### src/rtl/otter_pipe_pkg.sv
// Shared types and constants for the Otter pipeline front end.
package otter_pipe_pkg;

  typedef enum logic [1:0] {
    PC_PLUS4  = 2'b00,
    PC_JALR   = 2'b01,
    PC_BRANCH = 2'b10,
    PC_JAL    = 2'b11
  } pc_src_t;

  localparam logic [31:0] NOP_INSTR        = 32'h0000_0013;
  localparam logic [31:0] DEFAULT_RESET_PC = 32'h0000_0000;

endpackage

### src/rtl/fetch_decode_pipe_chk.sv
// Protocol checker: the hazard unit only selects a redirect while it also flushes.
module fetch_decode_pipe_chk (
  input logic       clk_i,
  input logic       rst_n_i,
  input logic [1:0] pc_source_i,
  input logic       control_haz_i
);

  a_redirect_only_on_flush: assert property (
    @(posedge clk_i) disable iff (!rst_n_i)
      (pc_source_i != 2'b00) |-> control_haz_i
  );

endmodule

### src/rtl/fetch_decode_pipe_pc_next_mux.sv
// Next-PC selector: sequential pc+4 or one of the three EX-stage redirect targets.
module pc_next_mux
  import otter_pipe_pkg::*;
#(
  parameter int XLEN = 32
) (
  input  pc_src_t         sel_i,
  input  logic [XLEN-1:0] pc_plus4_i,
  input  logic [XLEN-1:0] jalr_target_i,
  input  logic [XLEN-1:0] branch_target_i,
  input  logic [XLEN-1:0] jal_target_i,
  output logic [XLEN-1:0] next_pc_o
);

  localparam logic [XLEN-1:0] JALR_MASK = {{(XLEN-1){1'b1}}, 1'b0};

  // Route the selected source to the PC register input
  always_comb begin
    next_pc_o = pc_plus4_i;
    case (sel_i)
      PC_PLUS4:  next_pc_o = pc_plus4_i;
      PC_JALR:   next_pc_o = jalr_target_i & JALR_MASK;
      PC_BRANCH: next_pc_o = branch_target_i;
      PC_JAL:    next_pc_o = jal_target_i;
      default:   next_pc_o = pc_plus4_i;
    endcase
  end

endmodule

### src/rtl/fetch_decode_pipe.sv
// PC register, instruction fetch and IF/DE pipeline register of the Otter pipeline.
// A replay copy of the fetched word keeps DE stable across stalls of the synchronous imem.
module fetch_decode_pipe
  import otter_pipe_pkg::*;
#(
  parameter int              XLEN     = 32,
  parameter logic [XLEN-1:0] RESET_PC = XLEN'(DEFAULT_RESET_PC)
) (
  input  logic            clk,
  input  logic            rst_n,
  input  logic [1:0]      pc_source,
  input  logic [XLEN-1:0] jalr_target,
  input  logic [XLEN-1:0] branch_target,
  input  logic [XLEN-1:0] jal_target,
  input  logic            load_use_haz,
  input  logic            control_haz,
  output logic [XLEN-1:0] imem_addr,
  output logic            imem_rden,
  input  logic [31:0]     imem_rdata,
  output logic [XLEN-1:0] de_pc,
  output logic [XLEN-1:0] de_pc4,
  output logic [31:0]     de_ir,
  output logic            de_valid,
  output logic            ex_bubble
);

  localparam logic [XLEN-1:0] PC_STEP = XLEN'(32'd4);

  logic [XLEN-1:0] pc_q,        pc_d;
  logic [XLEN-1:0] de_pc_q,     de_pc_d;
  logic            de_valid_q,  de_valid_d;
  logic            hold_valid_q, hold_valid_d;
  logic [31:0]     hold_ir_q,   hold_ir_d;
  logic [XLEN-1:0] pc_plus4_s;
  logic [XLEN-1:0] next_pc_s;

  assign pc_plus4_s = pc_q + PC_STEP;

  pc_next_mux #(.XLEN(XLEN)) u_pc_next_mux (
    .sel_i           (pc_src_t'(pc_source)),
    .pc_plus4_i      (pc_plus4_s),
    .jalr_target_i   (jalr_target),
    .branch_target_i (branch_target),
    .jal_target_i    (jal_target),
    .next_pc_o       (next_pc_s)
  );

  // Next-state: flush beats stall beats normal advance
  always_comb begin
    pc_d         = pc_q;
    de_pc_d      = de_pc_q;
    de_valid_d   = de_valid_q;
    hold_valid_d = hold_valid_q;
    hold_ir_d    = hold_ir_q;
    if (control_haz) begin
      pc_d         = next_pc_s;
      de_valid_d   = 1'b0;
      hold_valid_d = 1'b0;
    end else if (load_use_haz) begin
      // Capture only once: later stall cycles see the word after the held one
      if (!hold_valid_q) begin
        hold_ir_d    = imem_rdata;
        hold_valid_d = 1'b1;
      end else begin
        hold_ir_d    = hold_ir_q;
        hold_valid_d = 1'b1;
      end
    end else begin
      pc_d         = next_pc_s;
      de_pc_d      = pc_q;
      de_valid_d   = 1'b1;
      hold_valid_d = 1'b0;
    end
  end

  // Pipeline state registers
  always_ff @(posedge clk or negedge rst_n) begin
    if (!rst_n) begin
      pc_q         <= RESET_PC;
      de_pc_q      <= '0;
      de_valid_q   <= 1'b0;
      hold_valid_q <= 1'b0;
      hold_ir_q    <= NOP_INSTR;
    end else begin
      pc_q         <= pc_d;
      de_pc_q      <= de_pc_d;
      de_valid_q   <= de_valid_d;
      hold_valid_q <= hold_valid_d;
      hold_ir_q    <= hold_ir_d;
    end
  end

  // DE instruction: replay copy during/after a stall, else the live imem word
  always_comb begin
    de_ir = NOP_INSTR;
    if (!de_valid_q) begin
      de_ir = NOP_INSTR;
    end else if (hold_valid_q) begin
      de_ir = hold_ir_q;
    end else begin
      de_ir = imem_rdata;
    end
  end

  assign imem_addr = pc_q;
  assign imem_rden = rst_n;
  assign de_pc     = de_pc_q;
  assign de_pc4    = de_pc_q + PC_STEP;
  assign de_valid  = de_valid_q;
  assign ex_bubble = control_haz | load_use_haz;

  fetch_decode_pipe_chk u_chk (
    .clk_i         (clk),
    .rst_n_i       (rst_n),
    .pc_source_i   (pc_source),
    .control_haz_i (control_haz)
  );

endmodule

### config.mk
export PLATFORM = sky130hd
export DESIGN_NAME = fetch_decode_pipe
export DESIGN_NICKNAME = d
export VERILOG_FILES = /design/src/rtl/otter_pipe_pkg.sv /design/src/rtl/fetch_decode_pipe_chk.sv /design/src/rtl/fetch_decode_pipe_pc_next_mux.sv /design/src/rtl/fetch_decode_pipe.sv
export SDC_FILE = /design/constraint.sdc
export NUM_CORES = 1
export LEC_CHECK = 0
export BUFFER_PORTS_ARGS = -buffer_cell sky130_fd_sc_hd__buf_4
export CORE_MARGIN = 5
export CORE_UTILIZATION = 48
export CTS_CLUSTER_SIZE = 25
export DETAILED_ROUTE_END_ITERATION = 12
export MAX_ROUTING_LAYER = met4
export PLACE_DENSITY = 0.81
export SYNTH_ARGS = -nofsm -noshare
export SYNTH_HDL_FRONTEND = slang
export SYNTH_HIERARCHICAL = 1
export SYNTH_SLANG_ARGS = --single-unit
### constraint.sdc
create_clock -name clk -period 2.7 [get_ports clk]
set_input_delay 0 -clock clk [delete_from_list [all_inputs] [get_ports clk]]
set_output_delay 0 -clock clk [all_outputs]
set_load 0.1 [all_outputs]
==> flow_metrics.tcl <==
set metrics [dict create \
    outcome "completed" \
    area_growth_pct 51.3 \
    synth_fa_ha_area_share_pct 0.414 \
    diodes 0 \
    syn_nets 627 \
    ant_nets 0 \
    drive_gt1_share_pct 60.9 \
    skew_ps 11.6 \
    path_buf_inv 1 \
    finalPower_mw 8.04 \
    dieArea_um2 14900 \
    tightest_slew_ps 981 \
    muxShareOfSynthArea_pct 34.4 \
    viasPerCell 5.45 \
    grt_pass1_wl_um 29200 \
    netlist_instances 491 \
    nNetsFinal 917 \
    synth_xor_area_share_pct 8.12 \
    critPathLaunchType "register" \
    worstHoldPathType "primary input to register" \
    clk_pin_slew_worst_paths_ps 60 \
    port_buffers 263 \
    max_stage_delay_ps 590 \
    dieWidth_um 122 \
    ys.flop_type "dfrtp_1" \
    rsz0062_at_grt "false" \
    yosys.area_share.simple_pct 11.8 \
    cts_num_sinks 98 \
    ys_warn_count 6 \
    fmax_ghz 0.401 \
    finalCoreUtilization_pct 73.3 \
    cts.path.max_buffers 2 \
    htreeDepth 3 \
    period_share_pct 92.3 \
    synth_seq_area_share_pct 40.7 \
    slew_headroom_pct 34.5 \
    grt_max_degree 46 \
    route.vias.total 5217 \
    insertion_delay_ps 340 \
    syn_area_um2 6040 \
    synth-compound-area-share_pct 0.497 \
    synth_top_family_by_area "multiplexers" \
    p_leak_nw 4.07 \
    syn_area_per_cell_um2 12.3 \
    synth.area.top_cells "dfrtp_1 (39%), mux2_2 (17%), mux4_2 (10%)" \
    cp.arrival_ps 2490 \
    crit_required_ps 2700 \
    overflow 0 \
    setup_viol 0 \
    yosysTopAreaCellShare_pct 39.4 \
    final_cell_area_um2 9140 \
    cp_top_family "simple AND/OR/NAND/NOR gates" \
    initial_utilization_pct 48.4 \
    antenna_found_initial 0 \
    ir_drop_mv 1.15 \
    async_flop_share_pct 100 \
    worstSetupPathType "register to output port" \
    slew_viol_final 0 \
    worstPathMaxFanout 8 \
    crit_chain "nand4_4 -> nor4_4 -> nand4_1 -> xnor2_4 -> buf_4" \
    core-area_um2 12500 \
    synth_edf_count 0 \
    cts_buffers 9 \
    place_area_um2 8510 \
    layout_common_cells "buf_4 (277), mux2_2 (91), dfrtp_1 (62)" \
    cts_root_buf "clkbuf_16" \
    stdcell_count 958 \
    boundaryPins 265 \
    post_cts_buffers 0 \
    drc_errors 0 \
    routed_wl_um 19100 \
    grt_pass1_vias 5497 \
    yosys.area.top_type "dfrtp_1" \
    final_common_cell "buf_4" \
    avgRoutedWirePerCell_um 20.0 \
    hold_violations 0 \
    dp.cells 907 \
    maxCapViolCount 0 \
    pwr_density_cell_nw_per_um2 880 \
    fp-row-count 41 \
    cp_slowest_cell "nor4_4" \
    min_period_ps 2490 \
    cp-end-kind "output port" \
    grt.total_usage_pct 26.2 \
    tritoncts "done" \
    drtPass1Iterations 4 \
    ys_seq_elements 98 \
    ys_types 34 \
    place_congestion 0.835 \
    drtIter0Drc 243 \
    die_y_um 122 \
    dp_hpwl_um 14200 \
]
-- worst min-delay path, delay by kind of cell --
kind                   cells  cell delay (ps)
AO/OA/AOI/OAI              1               70
multiplexers               1              140
buffers and inverters      1               80
AND/OR/NAND/NOR            1               60
-- cell type report --
type,instances,area (µm²)
Timing Repair Buffer,312,2430
Multi-Input combinational cell,353,3690
Tap cell,172,215
Inverter,7,26.3
Sequential cell,98,2500
Clock buffer,16,272
Fill cell,834,3330
-- synthesized netlist by cell type, types with 7 or more instances --
cell	number
buf_2	18
inv_1	7
nor2_1	41
mux2_2	91
mux2i_1	33
xor2_1	16
nand4_1	19
nand3_1	21
and3_1	11
dfrtp_1	95
xnor2_1	40
mux4_2	28
nand2_1	22
-- through the flow --
| step | hold WS [ps] | setup TNS, ps | setup WS [ps] |
|---|---|---|---|
| final | 39.8 | 0 | 207 |
| after CTS | 27.3 | 0 | 185 |
| after global routing | 52.5 | 0 | 93.2 |
| after floorplan | -296 | -381 | -258 |
| after global placement | -128 | 0 | 438 |
| after detailed placement | -123 | 0 | 355 |
-- registers in the layout, summed over array words and instances (netlist names) --
signal,count
de_pc,32
hold_valid_q,1
hold_ir_q,32
de_valid,1
imem_addr,32
-- report_power, final --
group | switching [mW] | total [mW] | internal (mW)
Combinational | 3.36 | 4.59 | 1.23
Clock | 0.514 | 1.19 | 0.678
Sequential | 0.474 | 2.26 | 1.78
Total | 4.35 | 8.04 | 3.69
-- final timing paths --
check | cells after the start | end | from | slack [ps]
setup / recovery | 5 | de_pc4[30] | de_pc[8]$_DFFE_PN0P_ | 210
hold / removal | 4 | imem_addr[0]$_DFFE_PN0N_ | jal_target[0] | 40
setup reg to reg | 8 | imem_addr[26]$_DFFE_PN0N_ | imem_addr[2]$_DFFE_PN0N_ | 310
hold reg to reg | 1 | hold_ir_q[6]$_DFFE_PN0P_ | hold_ir_q[6]$_DFFE_PN0P_ | 500
max in group asynchronous | 3 | imem_addr[7]$_DFFE_PN0N_ | rst_n | 1750
min in group asynchronous | 2 | hold_ir_q[20]$_DFFE_PN0P_ | rst_n | 70
-- routing by layer --
metal | up-vias | GRT usage, % | part of all wire [%]
li1 | 2367 | - | -
met1 | 2576 | 29.9 | 38
met2 | 236 | 45.3 | 52
met3 | 38 | 6.08 | 7.6
met4 | 0 | 8.96 | 2.8
met5 | - | - | 0
-- kinds of logic (layout without fill, tap and decap cells) --
| kind of cell | after synthesis | after routing |
|---|---|---|
| AO/OA/AOI/OAI | 6 | 6 |
| XOR/XNOR | 56 | 56 |
| adder cells (fa/ha/maj) | 2 | 2 |
| buffers and inverters | 40 | 335 |
| flip-flops | 98 | 98 |
| multiplexers | 156 | 156 |
| AND/OR/NAND/NOR | 133 | 133 |
-- what timing repair did --
item	in CTS	in global routing
hold endpoints to repair	83	0
gates resized for setup	0	0
hold buffers	35	0
Power figures use the tool's default switching activity.
